$ cat config.mk
export PLATFORM = sky130hd
export DESIGN_NAME = rom_read_arbiter_flat
export DESIGN_NICKNAME = d
export VERILOG_FILES = /design/src/rtl/rom_read_arbiter_if.sv /design/src/rtl/rom_read_arbiter.sv /design/src/flat_wrapper.sv
export SDC_FILE = /design/constraint.sdc
export NUM_CORES = 1
export LEC_CHECK = 0
export CAP_MARGIN = 40
export CELL_PAD_IN_SITES_DETAIL_PLACEMENT = 1
export CELL_PAD_IN_SITES_GLOBAL_PLACEMENT = 1
export CORE_MARGIN = 5
export CORE_UTILIZATION = 34
export DETAILED_ROUTE_END_ITERATION = 12
export GPL_TIMING_DRIVEN = 0
export PLACE_DENSITY_LB_ADDON = 0.1
export SETUP_SLACK_MARGIN = 0.3
export SLEW_MARGIN = 20
export SYNTH_ARGS = -nofsm -noshare
export SYNTH_HDL_FRONTEND = slang
export SYNTH_SLANG_ARGS = --single-unit
$ cat constraint.sdc
create_clock -name clk -period 3.2 [get_ports clk]
set_input_delay 0.8 -clock clk [delete_from_list [all_inputs] [get_ports clk]]
set_output_delay 0.8 -clock clk [all_outputs]
set_load 0.03 [all_outputs]
$ cat src/rtl/rom_read_arbiter_if.sv
// Bundle between rom_read_arbiter and its two requesters plus the ROM array.
// master: requesters/array side; slave: the arbiter.
interface rom_read_arbiter_if #(
    parameter int ADDR_W = 1,
    parameter int DATA_W = 4
);
    logic              req0;
    logic [ADDR_W-1:0] addr0;
    logic              req1;
    logic [ADDR_W-1:0] addr1;
    logic              ack0;
    logic              ack1;
    logic [DATA_W-1:0] rdata;
    logic              busy;
    logic [ADDR_W-1:0] mem_addr;
    logic              mem_en;
    logic [DATA_W-1:0] mem_data;

    modport master (
        output req0, addr0, req1, addr1, mem_data,
        input  ack0, ack1, rdata, busy, mem_addr, mem_en
    );

    modport slave (
        input  req0, addr0, req1, addr1, mem_data,
        output ack0, ack1, rdata, busy, mem_addr, mem_en
    );
endinterface

$ cat src/rtl/rom_read_arbiter.sv
// Round-robin arbiter/sequencer giving two requesters reads from a
// single-port registered ROM. Ports: clk, rst_n, bus (slave modport).
module rom_read_arbiter #(
    parameter int ADDR_W = 1,
    parameter int DATA_W = 4
) (
    input  logic                clk,
    input  logic                rst_n,
    rom_read_arbiter_if.slave   bus
);
    typedef enum logic [1:0] {
        IDLE,
        READ,
        CAPT,
        ACK
    } state_t;

    state_t            state;
    state_t            state_nx;
    logic              last;
    logic              owner;
    logic              grant1;
    logic              any_req;
    logic [ADDR_W-1:0] mem_addr_q;
    logic [DATA_W-1:0] rdata_q;
    logic              ack0_q;
    logic              ack1_q;

    // last=1 means requester 1 was served most recently, so 0 wins a tie
    always_comb begin
        any_req = bus.req0 | bus.req1;
        grant1  = bus.req1 & (~bus.req0 | ~last);
    end

    always_comb begin
        state_nx = state;
        unique case (state)
            IDLE:    if (any_req) state_nx = READ;
            READ:    state_nx = CAPT;
            CAPT:    state_nx = ACK;
            ACK:     state_nx = IDLE;
            default: state_nx = IDLE;
        endcase
    end

    always_ff @(posedge clk or negedge rst_n) begin
        if (!rst_n) state <= IDLE;
        else        state <= state_nx;
    end

    always_ff @(posedge clk or negedge rst_n) begin
        if (!rst_n) begin
            last       <= 1'b1;
            owner      <= 1'b0;
            mem_addr_q <= '0;
            rdata_q    <= '0;
            ack0_q     <= 1'b0;
            ack1_q     <= 1'b0;
        end else begin
            if (state == IDLE && any_req) begin
                owner      <= grant1;
                last       <= grant1;
                mem_addr_q <= grant1 ? bus.addr1 : bus.addr0;
            end
            if (state == CAPT) rdata_q <= bus.mem_data;
            // acks are set on the CAPT->ACK edge and cleared on the next one
            ack0_q <= (state == CAPT) && !owner;
            ack1_q <= (state == CAPT) && owner;
        end
    end

    assign bus.mem_addr = mem_addr_q;
    assign bus.mem_en   = (state == READ);
    assign bus.busy     = (state != IDLE);
    assign bus.rdata    = rdata_q;
    assign bus.ack0     = ack0_q;
    assign bus.ack1     = ack1_q;
endmodule

$ cat src/flat_wrapper.sv
// flat-port wrapper written by rule: the top's interface ports become plain ports
module rom_read_arbiter_flat 
#(
    parameter int ADDR_W = 1,
    parameter int DATA_W = 4
)
  (clk, rst_n, bus_req0, bus_addr0, bus_req1, bus_addr1, bus_mem_data, bus_ack0, bus_ack1, bus_rdata, bus_busy, bus_mem_addr, bus_mem_en);
  rom_read_arbiter_if #(.ADDR_W(ADDR_W), .DATA_W(DATA_W)) bus_i ();
  input  logic clk;
  input  logic rst_n;
  input wire logic [$bits(bus_i.req0)-1:0] bus_req0;
  input wire logic [$bits(bus_i.addr0)-1:0] bus_addr0;
  input wire logic [$bits(bus_i.req1)-1:0] bus_req1;
  input wire logic [$bits(bus_i.addr1)-1:0] bus_addr1;
  input wire logic [$bits(bus_i.mem_data)-1:0] bus_mem_data;
  output wire logic [$bits(bus_i.ack0)-1:0] bus_ack0;
  output wire logic [$bits(bus_i.ack1)-1:0] bus_ack1;
  output wire logic [$bits(bus_i.rdata)-1:0] bus_rdata;
  output wire logic [$bits(bus_i.busy)-1:0] bus_busy;
  output wire logic [$bits(bus_i.mem_addr)-1:0] bus_mem_addr;
  output wire logic [$bits(bus_i.mem_en)-1:0] bus_mem_en;
  assign bus_i.req0 = bus_req0;
  assign bus_i.addr0 = bus_addr0;
  assign bus_i.req1 = bus_req1;
  assign bus_i.addr1 = bus_addr1;
  assign bus_i.mem_data = bus_mem_data;
  assign bus_ack0 = bus_i.ack0;
  assign bus_ack1 = bus_i.ack1;
  assign bus_rdata = bus_i.rdata;
  assign bus_busy = bus_i.busy;
  assign bus_mem_addr = bus_i.mem_addr;
  assign bus_mem_en = bus_i.mem_en;
  rom_read_arbiter #(.ADDR_W(ADDR_W), .DATA_W(DATA_W)) u_core (.clk(clk), .rst_n(rst_n), .bus(bus_i));
endmodule
==> results.toml, run 1 <==
[status]
status = "complete, no violations"

[global_route]
grt_pass1_vias = 379
grt_pass1_wl_um = 1680
grt_use_total_pct = 8.92
grt_overflow = 0
antenna_found_initial = 0
grt_max_degree = 12

[yosys]
yosys_warnings = 0
ys_seq_area_share_pct = 53.8
synth_area_um2 = 514
ys_types = 19
avgSynthCellArea_um2 = 12.2
syn_inst = 42
ys_ff_latch = 11
syn-num-nets = 56

[cells_and_area]
drive_gt1_share_pct = 17.2
antenna_cells = 0
fin_area_um2 = 741
layout.nets = 79
areaGrowthSynthToFinish_pct = 44.0

[placed_design]
place_congestion = 0.697
dp_hpwl_um = 786
port_buffers = 18
placed_area_um2 = 714

[timing]
relSlewSlack_pct = 66.7
finalCritPeriodShare_pct = 79.2
worstMarginPinSlew_ps = 498
maxSlewViolCount = 0
rsz0062_at_grt = "false"
period_needed_ps = 2530
hold_viol_final = 0
skew_ps = 0.720
max_freq_mhz = 395
setup_tns_ps = 0
finalSetupViolCount = 0

[routing]
num_vias = 378
wl_um = 977
drc_errors = 0
drt_iter0_drc = 0
vias_per_cell = 4.73
ant_nets = 0
wl_per_cell_um = 12.2
dr.pass1.iters = 1

[hold_path]
hp-class = "flop to flop"

[clock_tree]
clkLatencyLatePin_ps = 260
cts_root_buf = "clkbuf_4"
cts_hold_buffers = 0
cts_resized = 0
cts_buffers = 3
cts-htree-levels = 1
clock-sinks = 11
cts.clk_slew.worst_paths_ps = 70
cts_tree = "done"
clockBufferDepth = 2
post_cts.repair.setup_buffers = 0

[power_and_ir_drop]
peakVddDrop_v = 0.000404
leakagePower_uw = 0.000326
p_per_area_mw_per_mm2 = 1030

[die]
rows = 14
initial_core_util_pct = 34.9
io_pins = 19
die_area_mm2 = 0.00239
fp.dieH_um = 48.9
core_area_mm2 = 0.00147
die_x_um = 48.9

[worst_setup_path]
endpoint_kind = "output port"
reg2reg_slack_ps = 1710
crit_fanout = 8
path_class = "flop to output port"
worstSetupStartpointType = "flop"
cp.required_ps = 2400
cp.arrival_ps = 1730

[flow_run]
cap_viol_max_count = 0
==> synthesized netlist by cell type (all sizes together) <==
| cell type | number | area, um2 |
|---|---|---|
| a21oi | 4 | 20.0 |
| nor3b | 1 | 12.5 |
| nor2b | 2 | 12.5 |
| mux2 | 5 | 56.3 |
| nor3 | 1 | 5.00 |
| dfrtp | 10 | 250 |
| and2 | 1 | 6.26 |
| dfstp | 1 | 26.3 |
| ha | 4 | 50.1 |
| nand2b | 1 | 6.26 |
| inv | 4 | 15.0 |
| buf | 2 | 16.3 |
| nor2 | 1 | 3.75 |
| a31oi | 2 | 12.5 |
| nand2 | 1 | 3.75 |
| a32o | 1 | 10.0 |
| o21a | 1 | 7.51 |
==> through the flow <==
step	cells	worst slack, ps	util, %	total power (uW)	hold slack (ps)
final	80	666	50.3	766	452
after global routing	80	547	50.3	824	468
after CTS	80	633	50.3	783	456
after detailed placement	76	934	48.6	687	445
after global placement	76	944	48.6	679	442
after floorplan	42	1480	-	530	418
==> registers in the layout (all words and copies together), names as in the netlist <==
signal,flops
u_core.bus.ack0,1
u_core.bus.ack1,1
u_core.bus.mem_addr,1
u_core.bus.rdata,4
u_core.last,1
u_core.owner,1
u_core.state,2
==> worst max-delay path: stages (launching register included) <==
cell	delay (ps)
dfrtp_1	350
inv_1	90
ha_1	210
buf_6	130
inv_1	40
clkdlybuf4s50_1	660
==> worst paths after layout <==
kind | startpoint | end | depth (start not counted)
max | u_core.state[0] | bus_busy | 5
max reg2reg | u_core.state[0] | u_core.state[1] | 5
min | u_core.owner | u_core.bus.ack0 | 1
min in group asynchronous | rst_n | u_core.bus.rdata[1] | 1
min reg2reg | u_core.owner | u_core.bus.ack0 | 1
max in group asynchronous | rst_n | u_core.last | 1
==> routing by layer <==
metal	up-vias	GRT usage [%]	wire, um
met5	-	0	0
met4	0	5.38	0
met3	0	3.98	74
met2	13	12.6	451
met1	178	11.0	451
li1	187	-	-
==> layout by cell type (no fill, tap or decap), types with 2 or more instances in the layout <==
| master | count |
|---|---|
| clkbuf_4 | 3 |
| a21oi_1 | 4 |
| mux2_2 | 4 |
| a31oi_1 | 2 |
| nor2b_1 | 2 |
| dfrtp_1 | 10 |
| inv_1 | 4 |
| clkdlybuf4s50_1 | 18 |
| ha_1 | 4 |
==> power by group <==
part | leakage (uW) | switching [uW] | internal [uW]
Combinational | 0.000180 | 224 | 203
Clock | 0.0000150 | 42.2 | 48.1
Sequential | 0.000130 | 35.1 | 214
==> cell families after synthesis <==
group,Yosys count,synth area share (%)
mux,5,10.9
fa+ha+maj,4,9.73
buf+inv,6,6.08
simple gates,8,9.73
compound gates,8,9.73
flops,11,53.8
==> layout make-up <==
cell class	count	area, um2
fill	160	731
sequential	11	277
multi-input combinational	25	206
timing repair buffer	18	180
clock buffer	4	26.3
tap	16	20.0
buffer	2	16.3
inverter	4	15.0
Note: power is estimated with default switching activity, not from simulation.
==> run 2: changes to the inputs <==
CORE_UTILIZATION = 31   (was 34)
clock period = 2.5 ns   (was 3.2 ns; I/O delays follow)
==> results.toml, run 2 (synthesis results as in run 1) <==
[power_and_ir_drop]
combPwrFrac_pct = 55.1
switching_share_pct = 40.3
p_per_area_mw_per_mm2 = 1320
peakVddDrop_v = 0.000476
p_seq_share_pct = 32.7
leakagePower_uw = 0.000329
intPower_uw = 584
power.switching_uw = 394
clkPwrFrac_pct = 12.2

[clock_tree]
cts.clk_slew.worst_paths_ps = 70
clkLatencyLatePin_ps = 260
clock-sinks = 11
clockBufferDepth = 2
cts_root_buf = "clkbuf_4"
post_cts.repair.setup_buffers = 0
cts_resized = 2
cts_hold_buffers = 0
cts_tree = "done"
cts_buffers = 3
cts-htree-levels = 1

[worst_setup_path]
worstSetupStartpointType = "flop"
reg2reg_slack_ps = 1000
r2r-end = "u_core.state[1]"
cp_cell_sequence = "inv_1 > ha_1 > buf_6 > inv_1 > clkdlybuf4s15_1"
critical_path.slowest_cell = "dfrtp_1"
path_class = "flop to output port"
cp.required_ps = 1880
slowest_delay_ps = 370
cp.arrival_ps = 1450
crit_fanout = 8
r2r_start = "u_core.state[0]"
critPathMostFrequentCell = "inv_1"
r2r.worst_path.cells = 5
endpoint_kind = "output port"

[global_route]
grt_max_degree = 12
grt_pass1_wl_um = 1760
grt_overflow = 0
grt_pass1_vias = 408
antenna_found_initial = 0
grt_use_total_pct = 8.87

[die]
core_area_mm2 = 0.00154
fp.dieH_um = 50.7
initial_core_util_pct = 33.4
rows = 14
die_x_um = 50.7
die_area_mm2 = 0.00257
io_pins = 19

[timing]
setup_ws_ps = 425
maxSlewViolCount = 0
skew_ps = 5.18
period_needed_ps = 2080
finalSetupViolCount = 0
finalCritPeriodShare_pct = 83.0
relSlewSlack_pct = 67.2
rsz0062_at_grt = "false"
setup_tns_ps = 0
hold_viol_final = 0
worstMarginPinSlew_ps = 490
max_freq_mhz = 482

[cells_and_area]
drive_gt1_share_pct = 17.2
final_cell_mix = "16 x clkdlybuf4s50_1, 10 x dfrtp_1"
final_common_cell = "clkdlybuf4s50_1"
layout.nets = 79
stdcell_count = 80
antenna_cells = 0
fillers = 172
areaGrowthSynthToFinish_pct = 43.8
largest_reg_flops = 4

[routing]
wl_per_cell_um = 12.9
wl_um = 1030
ant_nets = 0
drt_iter0_drc = 7
vias_per_cell = 4.78
num_vias = 382
drc_errors = 0
dr.pass1.iters = 3

[placed_design]
place_congestion = 0.702
dp.cells = 76
dp_hpwl_um = 827
pre_cts_slack_ps = 393
port_buffers = 18

[hold_path]
hp-class = "flop to flop"
hold_path.startpoint = "u_core.owner"
holdPathEnd = "u_core.bus.ack0"
whs_path_depth = 1

[status]
status = "complete, no violations"

[flow_run]
cap_viol_max_count = 0
==> run 2: changes by cell type in the layout (fill, tap and decap cells not counted) <==
| cell | change |
|---|---|
| dlygate4sd2_1 | +1 |
| clkdlybuf4s50_1 | -2 |
| clkdlybuf4s15_1 | +1 |
==> run 2: critical path, delay by kind of cell, from the launching register on <==
family	cells	cell delay [ps]
DFF	1	370
buffers and inverters	4	620
adders and majority gates	1	190
==> run 2: metal layers <==
layer,vias up,track usage [%],wire (um)
met3,0,4.73,109
li1,188,-,-
met2,12,14.0,488
met5,-,0,0
met4,0,2.55,0
met1,182,10.3,433
==> run 2: cell type report <==
class / count / area [um2] / share of cell area [%]
buffer: 2 / 16.3 / 2.20
clock buffer: 4 / 26.3 / 3.55
inverter: 4 / 15.0 / 2.03
multi-input combinational: 25 / 206 / 27.9
sequential: 11 / 277 / 37.4
tap: 16 / 20.0 / 2.71
timing repair buffer: 18 / 179 / 24.2
==> run 2: worst max path at each step <==
stage	to	from	slack [ps]
global placement	bus_busy	u_core.state[1]	410
floorplan	bus_busy	u_core.state[0]	960
global route	bus_busy	u_core.state[1]	320
finish	bus_busy	u_core.state[1]	420
detailed placement	bus_busy	u_core.state[1]	390
CTS	bus_busy	u_core.state[1]	370
==> run 2: stage by stage <==
stage               hold slack [ps]  cell area (um2)  util (%)  power (uW)
finish                          463              739      48.0         978
global route                    490              739      48.0        1050
CTS                             461              738      47.9         997
detailed placement              449              714      46.3         885
global placement                440              714      46.3         870
floorplan                       329              514         -         678
==> run 2: power by group through the flow <==
stage	clock (uW)	combinational, uW	sequential [uW]
floorplan	0	252	426
global placement	0	550	321
detailed placement	0	561	325
CTS	128	549	321
global route	138	583	332
finish	119	539	319
